<file path="config.mk">
export PLATFORM = sky130hd
export DESIGN_NAME = wimpfi_ack_responder
export DESIGN_NICKNAME = d
export VERILOG_FILES = /design/src/rtl/wimpfi_pkg.sv /design/src/rtl/wimpfi_ack_responder_sifs_timer.sv /design/src/rtl/wimpfi_ack_responder.sv
export SDC_FILE = /design/constraint.sdc
export NUM_CORES = 1
export LEC_CHECK = 0
export ABC_AREA = 1
export BUFFER_PORTS_ARGS = -buffer_cell sky130_fd_sc_hd__buf_2
export CORE_UTILIZATION = 56
export CTS_CLUSTER_DIAMETER = 40
export DETAILED_ROUTE_END_ITERATION = 8
export PLACE_DENSITY = 0.84
export SLEW_MARGIN = 20
export SYNTH_ARGS = -nofsm -noshare
export SYNTH_HDL_FRONTEND = slang
export SYNTH_SLANG_ARGS = --single-unit
</file>
<file path="constraint.sdc">
create_clock -name clk -period 1.75 [get_ports clk]
set_input_delay 0.35 -clock clk [delete_from_list [all_inputs] [get_ports clk]]
set_output_delay 0.35 -clock clk [all_outputs]
set_load 0.05 [all_outputs]
</file>
<file path="src/rtl/wimpfi_pkg.sv">
// Shared WimpFi link-layer constants, timing helper and the ACK responder state type.
package wimpfi_pkg;

   localparam logic [7:0] PREAMBLE      = 8'h55;
   localparam logic [7:0] SFD           = 8'hD0;
   localparam logic [7:0] TYPE_DATA     = 8'h30;
   localparam logic [7:0] TYPE_DATA_ACK = 8'h31;
   localparam logic [7:0] TYPE_ACK      = 8'h32;
   localparam logic [7:0] BCAST_ADDR    = 8'h2A;

   localparam int unsigned ACK_LEN = 6;

   typedef enum logic [1:0] {
      ACK_IDLE,
      ACK_SIFS,
      ACK_SEND
   } ack_state_t;

   // Clock cycles spanned by n_bits bit times; evaluated in 64 bits so large clocks do not overflow.
   function automatic longint unsigned bit_time_cycles(input longint unsigned clk_freq,
                                                       input longint unsigned bit_rate,
                                                       input longint unsigned n_bits);
      return (n_bits * clk_freq) / bit_rate;
   endfunction

endpackage

</file>
<file path="src/rtl/wimpfi_ack_responder_sifs_timer.sv">
// Down-counter for the SIFS gap: loads on request, counts to zero and rests there.
module wimpfi_ack_responder_sifs_timer #(
   parameter int unsigned    CNT_W    = 18,
   parameter logic [CNT_W-1:0] LOAD_VAL = '0
) (
   input  logic clk,
   input  logic rst_n,
   input  logic load_i,
   output logic zero_o
);

   logic [CNT_W-1:0] cnt_q;
   logic [CNT_W-1:0] cnt_d;

   always_comb begin
      cnt_d = cnt_q;
      if (load_i) begin
         cnt_d = LOAD_VAL;
      end else if (cnt_q != '0) begin
         cnt_d = cnt_q - 1'b1;
      end
   end

   always_ff @(posedge clk or negedge rst_n) begin
      if (!rst_n) begin
         cnt_q <= '0;
      end else begin
         cnt_q <= cnt_d;
      end
   end

   assign zero_o = (cnt_q == '0);

endmodule

</file>
<file path="src/rtl/wimpfi_ack_responder.sv">
// Replies to good data frames requesting an ACK: waits one SIFS, then streams a 6-byte ACK frame.
module wimpfi_ack_responder
   import wimpfi_pkg::*;
#(
   parameter int unsigned CLK_FREQ  = 100_000_000,
   parameter int unsigned BIT_RATE  = 50000,
   parameter int unsigned SIFS_BITS = 80
) (
   input  logic       clk,
   input  logic       rst,
   input  logic [7:0] src_addr,
   input  logic       rx_frame_valid,
   input  logic [7:0] rx_dest,
   input  logic [7:0] rx_src,
   input  logic [7:0] rx_type,
   input  logic       rx_fcs_ok,
   output logic [7:0] tx_byte,
   output logic       tx_valid,
   input  logic       tx_ready,
   output logic       tx_last,
   output logic       ack_busy,
   output logic [7:0] ack_drop_cnt
);

   localparam longint unsigned SIFS_CYCLES =
      bit_time_cycles(64'(CLK_FREQ), 64'(BIT_RATE), 64'(SIFS_BITS));
   localparam int unsigned      CNT_W     = $clog2(SIFS_CYCLES + 1);
   localparam logic [CNT_W-1:0] SIFS_LOAD = CNT_W'(SIFS_CYCLES - 1);
   localparam logic [2:0]       LAST_IDX  = 3'(ACK_LEN - 1);

   ack_state_t state_q, state_d;
   logic [2:0] idx_q, idx_d;
   logic [7:0] cap_dest_q, cap_dest_d;
   logic [7:0] cap_src_q, cap_src_d;
   logic [7:0] drop_q, drop_d;
   logic       sifs_load;
   logic       sifs_zero;
   logic       qualify;
   logic [7:0] byte_mux;

   // Broadcast is excluded explicitly even if this node were configured with that address.
   assign qualify = rx_frame_valid && rx_fcs_ok && (rx_type == TYPE_DATA_ACK) &&
                    (rx_dest == src_addr) && (rx_dest != BCAST_ADDR);

   wimpfi_ack_responder_sifs_timer #(
      .CNT_W    (CNT_W),
      .LOAD_VAL (SIFS_LOAD)
   ) u_sifs_timer (
      .clk    (clk),
      .rst_n  (rst),
      .load_i (sifs_load),
      .zero_o (sifs_zero)
   );

   always_comb begin
      state_d    = state_q;
      idx_d      = idx_q;
      cap_dest_d = cap_dest_q;
      cap_src_d  = cap_src_q;
      drop_d     = drop_q;
      sifs_load  = 1'b0;

      case (state_q)
         ACK_IDLE: begin
            if (qualify) begin
               state_d    = ACK_SIFS;
               sifs_load  = 1'b1;
               idx_d      = '0;
               cap_dest_d = rx_src;
               cap_src_d  = src_addr;
            end
         end
         ACK_SIFS: begin
            if (sifs_zero) begin
               state_d = ACK_SEND;
            end
         end
         ACK_SEND: begin
            if (tx_ready) begin
               if (idx_q == LAST_IDX) begin
                  state_d = ACK_IDLE;
                  idx_d   = '0;
               end else begin
                  idx_d = idx_q + 3'd1;
               end
            end
         end
         default: begin
            state_d = ACK_IDLE;
            idx_d   = '0;
         end
      endcase

      // Includes the final-accept cycle: the state is still SEND when the pulse is sampled.
      if (qualify && (state_q != ACK_IDLE) && (drop_q != 8'hFF)) begin
         drop_d = drop_q + 8'd1;
      end
   end

   always_ff @(posedge clk or negedge rst) begin
      if (!rst) begin
         state_q    <= ACK_IDLE;
         idx_q      <= '0;
         cap_dest_q <= '0;
         cap_src_q  <= '0;
         drop_q     <= '0;
      end else begin
         state_q    <= state_d;
         idx_q      <= idx_d;
         cap_dest_q <= cap_dest_d;
         cap_src_q  <= cap_src_d;
         drop_q     <= drop_d;
      end
   end

   always_comb begin
      case (idx_q)
         3'd0:    byte_mux = PREAMBLE;
         3'd1:    byte_mux = PREAMBLE;
         3'd2:    byte_mux = SFD;
         3'd3:    byte_mux = cap_dest_q;
         3'd4:    byte_mux = cap_src_q;
         3'd5:    byte_mux = TYPE_ACK;
         default: byte_mux = 8'h00;
      endcase
   end

   assign tx_valid     = (state_q == ACK_SEND);
   assign tx_last      = tx_valid && (idx_q == LAST_IDX);
   assign tx_byte      = tx_valid ? byte_mux : 8'h00;
   assign ack_busy     = (state_q != ACK_IDLE);
   assign ack_drop_cnt = drop_q;

endmodule

</file>
==> run_results.csv, run 1 <==
group,metric,value,unit
grt,grt_pass1_vias,2820,
placed_design,port_buffers,55,
sta,setup_slack,-252.3,ps
clocking,clock_sinks,47,
pwr,p_per_area,525.2,mW/mm²
yosys,syn_nets,480,
yosys,synth_xor_xnor_area_share,0.01753,
sta,period_share,1.144,
setup_path,worst_path_max_delay_cell,"dfrtp_1",
die,ios,56,
cells_and_area,final_area,0.003926,mm²
yosys,netlist_area,0.002998,mm²
die,dieArea,0.005650,mm²
run_status,violations,"setup timing",
setup_path,crit_type,"reg2out",
sta,slew_viol_final,0,
cells_and_area,drive_gt1_frac,0.2910,
setup_path,cp.required,1400,ps
yosys,synth_top_family_by_area,"simple AND/OR/NAND/NOR gates",
setup_path,crit_buf_inv,3,
clocking,cts.htree.levels,2,
detailed_routing,wl_per_cell,13.46,µm
setup_path,start_kind,"register",
die,num_rows,26,
yosys,synth_area_leaders,"dfrtp_1 (39%), nand2_1 (21%), inv_1 (7.0%)",
sta,rsz0062_at_grt,"true",
run_status,status,"complete, but fails checks",
detailed_routing,drtPass1Iterations,4,
sta,final.setup.tns,-1803,ps
cells_and_area,synthToLayoutAreaGrowth,30.97,%
placed_design,placedCellCount,568,
setup_path,crit_family,"buffers and inverters",
setup_path,cp_max_fo,8,
clocking,cts_buffer_depth,2,
grt,grt_pass1_wl,12.29,mm
grt,grt_max_degree,40,
yosys,yosysTopAreaCellShare,0.3923,
placed_design,dp_slack,-52.04,ps
die,chipHeight,75.17,µm
detailed_routing,wl,7.833,mm
clocking,cts_root_buf,"clkbuf_8",
yosys,synth_compound_area_frac,0.07972,
detailed_routing,drc,0,
cells_and_area,fillers,387,
yosys,yosys.area.top_type,"dfrtp_1",
detailed_routing,vias_per_cell,5.302,
pwr,vdd_ir_drop_max,0.5744,mV
yosys,syn_area_per_cell,6.813,µm²
cells_and_area,final_cells,582,
die,die_x,75.17,µm
grt,overflow,0,
die,start_util,0.5833,
grt,grt_util_all_layers,0.2862,
die,coreArea,0.005140,mm²
setup_path,crit_top_cell,"buf_6",
cells_and_area,nNetsFinal,551,
placed_design,gp_congestion,0.9578,
cells_and_area,layout_commonest_cell,"nand2_1",
yosys,muxShareOfSynthArea,0,
pwr,leakage,2.029,nW
clocking,clk_pin_slew_worst_paths,80,ps
yosys,synthCells,440,
placed_design,place_area,0.003551,mm²
worst_hold_path,hold_path.class,"in2reg",
sta,setup_violations,9,
yosys,synthAdderAreaFrac,0.01252,
yosys,synth-simple-area-share,0.3994,
yosys,synth_cell_type_count,34,
sta,period_needed,2002,ps
setup_path,crit_chain,"buf_6 -> nor3_4 -> buf_6 -> nand2_1 -> a31oi_4 -> buf_6",
clocking,cts_buffers,5,
pwr,power,2.062,mW
cells_and_area,diodes,0,
detailed_routing,initialDrtViolationCount,225,
sta,relSlewSlack,0.7190,
yosys,yosysSeqAreaShare,0.3923,
run,cap_viol_max_count,0,
setup_path,critPathMaxStageDelay,430,ps
sta,skew,4.883,ps
sta,hold_violations,0,
placed_design,dp_hpwl,5.302,mm
clocking,clock_latency,300,ps
clocking,cts_tree,"built",
yosys,ys_ff_latch,47,
sta,tightest_slew,421.5,ps
detailed_routing,vias,3086,
sta,max_freq,499.4,MHz
setup_path,worst_ep_arrival_time,1650,ps
yosys,ys_warn_count,0,
setup_path,endpoint_kind,"output port",
detailed_routing,ant_nets,0,
cells_and_area,mostFrequentLayoutCells,"nand2_1 (153), inv_1 (50), dfrtp_1 (46)",
grt,antenna_found_initial,0,
[metrics by stage]
stage	util	hold WS (ps)
after global routing	0.7639	239.9
after detailed placement	0.6908	299.7
after floorplan	-	54.41
after global placement	0.6908	296.2
after CTS	0.7425	241.2
final	0.7639	243.9
[layer usage]
metal | track usage | share of wire
met5 | 0 | 0
met3 | 0.04953 | 0.043
met4 | 0.1008 | 0.022
met1 | 0.3567 | 0.44
met2 | 0.5015 | 0.50
[final timing paths]
check	from	to	slack, ps	cells after the start
setup reg to reg	u_sifs_timer.cnt_q[10]$_DFFE_PN0P_	u_sifs_timer.cnt_q[6]$_DFFE_PN0P_	70	9
max in group asynchronous	rst	u_sifs_timer.cnt_q[14]$_DFFE_PN0P_	730	3
setup / recovery	idx_q[0]$_DFFE_PN0P_	tx_byte[2]	-250	6
min in group asynchronous	rst	cap_dest_q[2]$_DFFE_PN0P_	520	2
hold / removal	rx_src[7]	cap_dest_q[7]$_DFFE_PN0P_	240	3
hold reg to reg	cap_dest_q[7]$_DFFE_PN0P_	cap_dest_q[7]$_DFFE_PN0P_	500	2
[worst reg2reg max path: cells and delay by family (launching register included)]
family	cells	cell delay, ps
DFF	1	420
and+or+nand+nor	7	900
buffers and inverters	2	240
[state kept, by name, summed over array words and instances, names as in the netlist]
signal and flops:
cap_src_q 8, cap_dest_q 8, u_sifs_timer.cnt_q 18, ack_drop_cnt 8, state_q 2, idx_q 3
[logic make-up after synthesis]
kind of cell               after synthesis
and+or+nand+nor                        277
xor gates and xnor gates                 6
DFF                                     47
AOI/OAI and AO/OA                       35
buffers and inverters                   72
adders and majority gates                3
[final cells by class]
class,count,area (µm²),area share
multi-input cells,321,1810,0.4611
flip-flops and latches,47,1177,0.2999
repair buffers,71,513.0,0.1307
inverters,65,249.0,0.06342
well taps,70,87.58,0.02231
clock buffers,5,68.82,0.01753
clock inverters,3,20.02,0.005099
[report_power, final]
group          internal [mW]  switching [mW]
Clock                  0.278           0.370
Combinational          0.104           0.157
Sequential              1.12          0.0319
[what timing repair did]
| item | 4_1_cts | 5_1_grt |
|---|---|---|
| hold endpoints to repair | 16 | 0 |
| buffers inserted | 4 | 3 |
| resized for setup | 42 | 29 |
| hold buffers | 1 | 0 |
| pin swaps | 5 | 8 |
| endpoints found under the setup margin | 12 | 23 |
[cell usage after synthesis (all sizes together)]
master  count
nor2       59
nor3        5
ha          3
o31ai       1
nand4      11
o21ai      14
nor4        1
xor2        5
a41oi       2
dfrtp      47
inv        65
o211ai      4
nor3b       3
a31oi       3
nand2     167
nand3b      3
o21bai      2
nand3      27
or2         1
xnor2       1
a21oi       7
a221oi      2
clkbuf      1
buf         6
Power figures use the tool's default switching activity.
==> run 2: changes to the inputs <==
- CAP_MARGIN: unset -> 0
- CORE_UTILIZATION: 56 -> 25
- PLACE_DENSITY: 0.84 -> 0.46
==> run_results.csv, run 2 (same netlist as run 1, synthesis figures left out) <==
group,metric,value,unit
run_status,status,"complete, but fails checks",
run_status,violations,"setup timing",
cells_and_area,nNetsFinal,555,
die,dieArea,0.01243,mm²
placed_design,placedCellCount,650,
pwr,netSwitchingFraction,0.2529,
placed_design,gp_congestion,0.8259,
detailed_routing,wl_per_cell,12.11,µm
cells_and_area,utilization,0.3486,
clocking,clock_latency,300,ps
run,cap_viol_max_count,0,
pwr,p_int,1.904,mW
clocking,cts_tree,"built",
clocking,cts.htree.levels,2,
pwr,power.switching,0.6447,mW
cells_and_area,drive_gt1_frac,0.2829,
clocking,cts_hold_buf,0,
grt,grt_util_all_layers,0.1386,
detailed_routing,vias,2927,
clocking,clk_pin_slew_worst_paths,70,ps
clocking,clock_sinks,47,
placed_design,port_buffers,55,
grt,grt_pass1_wl,13.79,mm
die,chipHeight,111.5,µm
die,coreArea,0.01156,mm²
die,die_x,111.5,µm
pwr,leakage,2.033,nW
cells_and_area,layout_commonest_cell,"nand2_1",
detailed_routing,vias_per_cell,4.442,
pwr,power,2.549,mW
cells_and_area,regMostFlops,"u_sifs_timer.cnt_q",
die,start_util,0.2592,
cells_and_area,fillers,1246,
detailed_routing,ant_nets,0,
placed_design,dp_slack,-85.13,ps
setup_path,start_kind,"register",
pwr,p_per_area,632.2,mW/mm²
detailed_routing,drc,0,
cells_and_area,diodes,0,
setup_path,cp_max_fo,4,
cells_and_area,multi_input_area,0.001744,mm²
grt,grt_max_degree,48,
clocking,cts_buffer_depth,2,
sta,setup_slack,-212.3,ps
sta,rsz0062_at_grt,"true",
setup_path,critPathMaxStageDelay,410,ps
setup_path,cp.required,1400,ps
detailed_routing,wl,7.982,mm
setup_path,endpoint_kind,"output port",
pwr,power_frac_clock,0.446,
clocking,cts_root_buf,"clkbuf_16",
pwr,p_comb_frac,0.101,
cells_and_area,mostFrequentLayoutCells,"nand2_1 (156), inv_1 (53), dfrtp_1 (47)",
sta,period_share,1.121,
detailed_routing,drtPass1Iterations,4,
cells_and_area,seqCellArea,0.001176,mm²
sta,slew_viol_final,0,
pwr,vdd_ir_drop_max,0.2826,mV
setup_path,crit_family,"buffers and inverters",
sta,tightest_slew,378.9,ps
clocking,cts_buffers,5,
worst_hold_path,hold_path.class,"in2async",
setup_path,crit_buf_inv,4,
setup_path,crit_type,"reg2out",
sta,hold_violations,0,
cells_and_area,final_cells,659,
grt,grt_pass1_vias,2970,
cells_and_area,largest_reg_flops,18,
sta,max_freq,509.6,MHz
die,ios,56,
setup_path,worst_path_max_delay_cell,"dfrtp_1",
sta,setup_violations,9,
grt,overflow,0,
cells_and_area,synthToLayoutAreaGrowth,34.47,%
sta,relSlewSlack,0.7474,
sta,period_needed,1962,ps
setup_path,crit_chain,"inv_1 -> nand2_1 -> nor2_4 -> buf_4 -> inv_1 -> nor2_4 -> buf_6",
placed_design,dp_hpwl,6.214,mm
setup_path,worst_ep_arrival_time,1610,ps
pwr,power_frac_seq,0.453,
detailed_routing,initialDrtViolationCount,101,
die,num_rows,39,
grt,antenna_found_initial,0,
sta,skew,7.088,ps
[run 2: changes by cell type in the layout (fill, tap and decap cells not counted), sizes merged]
cell / delta
bufinv: +1
clkbuf: -1
buf: +6
clkinv: -1
dlygate4sd3: -1
inv: +1
clkinvlp: -1
[run 2: worst paths after layout]
kind | to | slack (ps) | from | depth (start not counted)
worst max-delay path | tx_last | -210 | idx_q[1]$_DFFE_PN0P_ | 7
worst min-delay path | u_sifs_timer.cnt_q[11]$_DFFE_PN0P_ | 20 | rst | 2
worst max register to register | u_sifs_timer.cnt_q[1]$_DFFE_PN0P_ | 150 | u_sifs_timer.cnt_q[0]$_DFFE_PN0P_ | 10
max in group asynchronous | u_sifs_timer.cnt_q[13]$_DFFE_PN0P_ | 1480 | rst | 2
min in group clk | cap_dest_q[2]$_DFFE_PN0P_ | 240 | rx_src[2] | 3
worst min register to register | u_sifs_timer.cnt_q[0]$_DFFE_PN0P_ | 470 | u_sifs_timer.cnt_q[0]$_DFFE_PN0P_ | 2
[run 2: worst register-to-register path, cell delays in order (launching register included)]
cell	delay [ps]
dfrtp_1	370
inv_1	100
ha_1	190
nand2_2	90
nor2_4	110
nand3_2	180
buf_4	220
inv_2	60
nand3_1	70
nand2_1	70
inv_1	30
[run 2: timing repair]
| item | in CTS | in global routing |
|---|---|---|
| setup endpoints to repair | 10 | 17 |
| pin swaps | 5 | 3 |
| resized for setup | 42 | 5 |
| endpoints found under the hold margin | 0 | 0 |
| buffers inserted | 1 | 0 |
[run 2: power by group through the flow]
stage          clock network [mW]  registers, mW  logic [mW]
2_1_floorplan                   0           1.17       0.152
3_3_place_gp                    0           1.18       0.259
3_5_place_dp                    0           1.18       0.263
4_1_cts                      1.17           1.16       0.264
5_1_grt                      1.22           1.16       0.295
6_report                     1.14           1.15       0.259
[run 2: per-stage QoR]
step	area [µm²]	hold WS (ps)	setup TNS, ps
floorplan	3148	54.41	0
global placement	3697	366.1	-157.5
detailed placement	3697	360.9	-232.8
CTS	4016	44.95	-1468
global route	4031	60.44	-2269
finish	4031	24.26	-1457
[run 2: cell type report]
type	instances	share of cell area
timing repair buffer	75	0.1276
inverter	65	0.06114
multi-input combinational	321	0.4326
clock buffer	5	0.03104
tap	143	0.04438
sequential	47	0.2917
clock inverter	3	0.01148
[run 2: layer usage]
metal  share of wire  GRT usage  vias up
li1                -          -     1530
met1            0.48     0.1774     1336
met2            0.47     0.2296       43
met3           0.023    0.02232       18
met4           0.030    0.06306        0
met5               0          0        -
